## src/rtl/regfile_mp.sv

```systemverilog
// Multi-read-port register file with pending scoreboard and a hardware clear sweep.
// Optional same-cycle write-through forwarding is enabled by defining RF_BYPASS_EN.
module regfile_mp #(
    parameter  int unsigned XLEN  = 32,
    parameter  int unsigned NREGS = 32,
    parameter  int unsigned NRD   = 2,
    localparam int unsigned AW    = $clog2(NREGS)
) (
    input  logic                 clk,
    input  logic                 reset,
    input  logic [NRD*AW-1:0]    rd_addr,
    output logic [NRD*XLEN-1:0]  rd_data,
    output logic [NRD-1:0]       rd_pending,
    input  logic                 wr_en,
    input  logic [AW-1:0]        wr_addr,
    input  logic [XLEN-1:0]      wr_data,
    input  logic                 iss_en,
    input  logic [AW-1:0]        iss_addr,
    input  logic                 clr_req,
    output logic                 clr_busy
);

    typedef enum logic {IDLE, SWEEP} state_t;

    state_t            state, state_nxt;
    logic [AW-1:0]     idx, idx_nxt;
    logic [NREGS-1:0]  pend, pend_nxt;
    logic [XLEN-1:0]   mem [NREGS];
    logic              wr_ok;
    logic              clr_ok;

    // Next-state, sweep index and scoreboard update; issue is applied after write so set wins.
    always_comb begin
        state_nxt = state;
        idx_nxt   = idx;
        pend_nxt  = pend;
        wr_ok     = 1'b0;
        clr_ok    = 1'b0;
        case (state)
            IDLE: begin
                wr_ok = wr_en && (wr_addr != '0);
                if (wr_ok) begin
                    pend_nxt[wr_addr] = 1'b0;
                end
                if (iss_en && (iss_addr != '0)) begin
                    pend_nxt[iss_addr] = 1'b1;
                end
                if (clr_req) begin
                    state_nxt = SWEEP;
                    idx_nxt   = AW'(1);
                end
            end
            SWEEP: begin
                clr_ok        = 1'b1;
                pend_nxt[idx] = 1'b0;
                idx_nxt       = idx + AW'(1);
                if (idx == AW'(NREGS - 1)) begin
                    state_nxt = IDLE;
                end
            end
            default: state_nxt = IDLE;
        endcase
        pend_nxt[0] = 1'b0;
    end

    always_ff @(posedge clk or negedge reset) begin
        if (!reset) begin
            state <= IDLE;
            idx   <= '0;
            pend  <= '0;
        end else begin
            state <= state_nxt;
            idx   <= idx_nxt;
            pend  <= pend_nxt;
        end
    end

    // Storage array; entry 0 is never written so it stays zero.
    always_ff @(posedge clk or negedge reset) begin
        if (!reset) begin
            for (int i = 0; i < int'(NREGS); i++) begin
                mem[i] <= '0;
            end
        end else if (wr_ok) begin
            mem[wr_addr] <= wr_data;
        end else if (clr_ok) begin
            mem[idx] <= '0;
        end
    end

    assign clr_busy = (state == SWEEP);

    for (genvar g = 0; g < int'(NRD); g++) begin : g_rd
        logic [AW-1:0]   a;
        logic [XLEN-1:0] d;
        logic            p;

        assign a = rd_addr[g*AW +: AW];

        always_comb begin
            d = mem[a];
            p = pend[a];
            if (a == '0) begin
                d = '0;
                p = 1'b0;
            end
`ifdef RF_BYPASS_EN
            else if (wr_en && (wr_addr == a) && (state == IDLE)) begin
                d = wr_data;
                p = iss_en && (iss_addr == a);
            end
`endif
        end

        assign rd_data[g*XLEN +: XLEN] = d;
        assign rd_pending[g]           = p;
    end

endmodule

```

## config.mk

```make
export PLATFORM = sky130hd
export DESIGN_NAME = regfile_mp
export DESIGN_NICKNAME = d
export VERILOG_FILES = /design/src/rtl/regfile_mp.sv
export SDC_FILE = /design/constraint.sdc
export NUM_CORES = 2
export LEC_CHECK = 0
export ABC_CLOCK_PERIOD_IN_PS = 6000
export CORE_MARGIN = 2
export CORE_UTILIZATION = 29
export CTS_CLUSTER_SIZE = 8
export DETAILED_ROUTE_END_ITERATION = 8
export PLACE_DENSITY = 0.46
export SETUP_SLACK_MARGIN = 0.4
export SLEW_MARGIN = 10
export SYNTH_ARGS = -nofsm -noshare
export SYNTH_HDL_FRONTEND = slang
export SYNTH_SLANG_ARGS = --single-unit
export TNS_END_PERCENT = 30
```

## constraint.sdc

```tcl
create_clock -name clk -period 6 [get_ports clk]
set_clock_uncertainty 0.05 [all_clocks]
set_input_delay 1.2 -clock clk [delete_from_list [all_inputs] [get_ports clk]]
set_output_delay 1.2 -clock clk [all_outputs]
set_load 0.03 [all_outputs]
```

==> impl_results.md <==
* Count of flip-flops with a built-in enable after synthesis at 0
* Most frequent cells in the layout: 1061 x dfrtp_1, 1020 x a22o_1, 460 x mux4_2
* Std cell rows at 159
* Combinational family with the most area after synthesis: multiplexers
* Post-synthesis xor/xnor area fraction at less than 1%
* Leak at 0.0277 uW
* Top-area cell type share of the netlist area at roughly 49%
* Initial antenna violation count at 8
* Post-Syn Instances at 3950
* RSZ-0062 raised after global routing: false
* Most frequent CP cell: buf_12
* Sequential area share after synthesis at around 49%
* CTS tree: yes
* Fin crit share at 94.9%
* Clock buffer depth at 3
* Largest net degree at the start of global routing at roughly 140
* Starting Density at 29.1%
* Crit path time final at 5690 ps
* Max-cap violation count at 0
* Core footprint at 188000 sq um
* Post-synthesis simple-gate area fraction at around 2.6%
* DRT iter0 DRCs at 4726
* Mean Syn Cell Area at 13.8 sq um
* Detailed-route via count at 41600
* Global-route wire length before repair at 345 mm
* Most common cell after layout, fill and taps aside: dfrtp_1
* Final core utilization at about 34%
* Layout cell share with drive strength beyond 1 at 28.0%
* Final Setup Violations at 0
* Fin nets at 4047
* Peak VDD IR at between 0.2 and 0.3 mV
* Achievable Freq at 0.176 GHz
* Max transition margin at 13.6%
* Cell Area, Synth at 54700 sq um
* Gr usage total at 25.2%
* Worst Setup End Kind: primary output
* Overflow after GRT at 0
* Final Hold Violating Endpoints at 0
* Vias in the first global route at 42000
* Root buf cell: clkbuf_16
* Syn nets at 4012
* Leading post-synthesis cells by cell area: dfrtp_1 49%, mux4_2 19%, a22o_1 16%
* Yosys top cell by area: dfrtp_1
* Syn. warnings at 0
* CP Class: in2out
* HPWL Detailed at 145 mm
* Tightest Pin Transition at about 1300 ps
* Data arrival, critical path at 4440 ps
* Slowest CP cell: a311oi_1
* Synth Area in Adders at less than 1%
* DRC violations left at 0
* Layout area overhead at 18.1%
* Num CTS Buffers at 150
* Routability congestion estimate at 0.884
* Ys async rst share at 100%
* Routed vias/inst at 6.40
* IO Port Bufs at 123
* Clk sinks at 1061
* Cell Chain, Critical Path: buf_2, nor2b_4, buf_12, a22oi_1, a311oi_1, buf_4, buf_12
* PwrDens at ~310 nW/um^2
* DIE AREA at 192000 sq um
* Hold Crit Class: in2async
* Final Slew Violations at 0
* Die Span X at 438 microns
* Outcome: complete, no violations
* Total iterations of the first detailed-routing run at 6
* Startpoint Class: input port
* Setup tns final at 0 ps
* Compound-gate portion of the synthesized area at 21.8%
* Die Ht at approximately 440 microns
* Netlist cell types at 53
* Antenna viol nets, final at 0
* Post-synthesis register bit count at 1061
* Worst skew pair latency at 770 ps
* Num ports at 124
* Finished Layout Cells at 6496
* Top FF cell, synth: dfrtp_1
* Largest stage delay on the critical path at approximately 1100 ps
* CTS H-Tree Depth at 4
* Setup bufs post-CTS at 0
* Crit path required time at 4750 ps
* Post-synthesis mux area share at between 20% and 30%
* CTS clock-pin slew for the worst setup and hold paths at 50 ps
* Placed Cells at 6328
* Routed WL per cell at 37.6 microns
* CP Max Fanout at 16
* WL final at 244 mm
[power by group]
group          internal (uW)  total [uW]  switching [uW]
clock                   4580        7780            3200
combinational           1640        4130            2490
sequential              7840        8410             569
[cells in the mapped netlist, types with 7 or more instances]
cell	n
buf_4	13
nor2_1	38
dfrtp_1	1061
nand2_1	54
inv_1	7
mux2i_1	133
a211oi_1	64
a311oi_1	66
o21ai_0	119
a21oi_1	30
o2111ai_1	19
clkbuf_1	358
buf_2	131
mux4_2	460
buf_1	10
a22o_1	1020
nor2b_1	68
and2_1	38
a22oi_1	68
nor3_1	7
nand2b_1	12
a221oi_1	47
mux2_2	68
[registers in the layout (all words and copies together) (netlist names)]
signal	flops
mem	1024
clr_busy	1
pend	31
idx	5
[path summary, 6_finish.rpt]
kind,to,from,cells past startpoint,slack (ps)
setup reg to reg,mem[359],clr_busy,6,2670
setup / recovery,rd_data[47],rd_addr[8],7,310
hold / removal,mem[685],reset,1,360
min in group clk,mem[995],mem[995],1,460
hold reg to reg,mem[995],mem[995],1,460
max in group asynchronous,mem[146],reset,2,4090
[area by class of cell]
cell class	count	area [sq um]
diodes	6	15.0
clock buffers	161	3970
clock inverters	1	16.3
fillers	18000	123000
inverters	7	31.3
multi-input cells	2366	26500
flip-flops and latches	1061	26600
well taps	2495	3120
repair buffers	399	4360
[critical path, delay by kind of cell]
| family | cells | cell delay (ps) |
|---|---|---|
| buf+inv | 4 | 1100 |
| simple gates | 1 | 820 |
| compound gates | 2 | 1290 |
[per-layer routing]
layer / global-route usage [%] / routed length [microns] / vias up
li1: - / - / 16100
met1: 34.4 / 101000 / 22400
met2: 37.0 / 107000 / 2507
met3: 6.40 / 22600 / 550
met4: 12.8 / 13500 / 4
met5: 0 / 27 / -
[logic make-up (layout without fill, tap and decap cells)]
kind of cell	count (synthesis)	after routing
AOI/OAI and AO/OA	1443	1443
and+or+nand+nor	255	255
other	0	6
xor gates and xnor gates	2	2
buffers and inverters	523	568
adders and majority gates	5	5
DFF	1061	1061
muxes	661	661
[through the flow]
step	hold WS, ps	instance area (sq um)	setup WS, ps	power (uW)
3_5_place_dp	442	60500	423	12600
5_1_grt	411	64500	450	20900
4_1_cts	396	64500	422	20400
6_report	363	64500	308	20300
3_3_place_gp	434	60500	402	12600
2_1_floorplan	417	54700	1470	10600
[repair_timing]
action	in CTS	in global routing
endpoints found under the setup margin	0	1
gates resized for setup	0	1
hold buffers	0	0
Power figures use the tool's default switching activity.
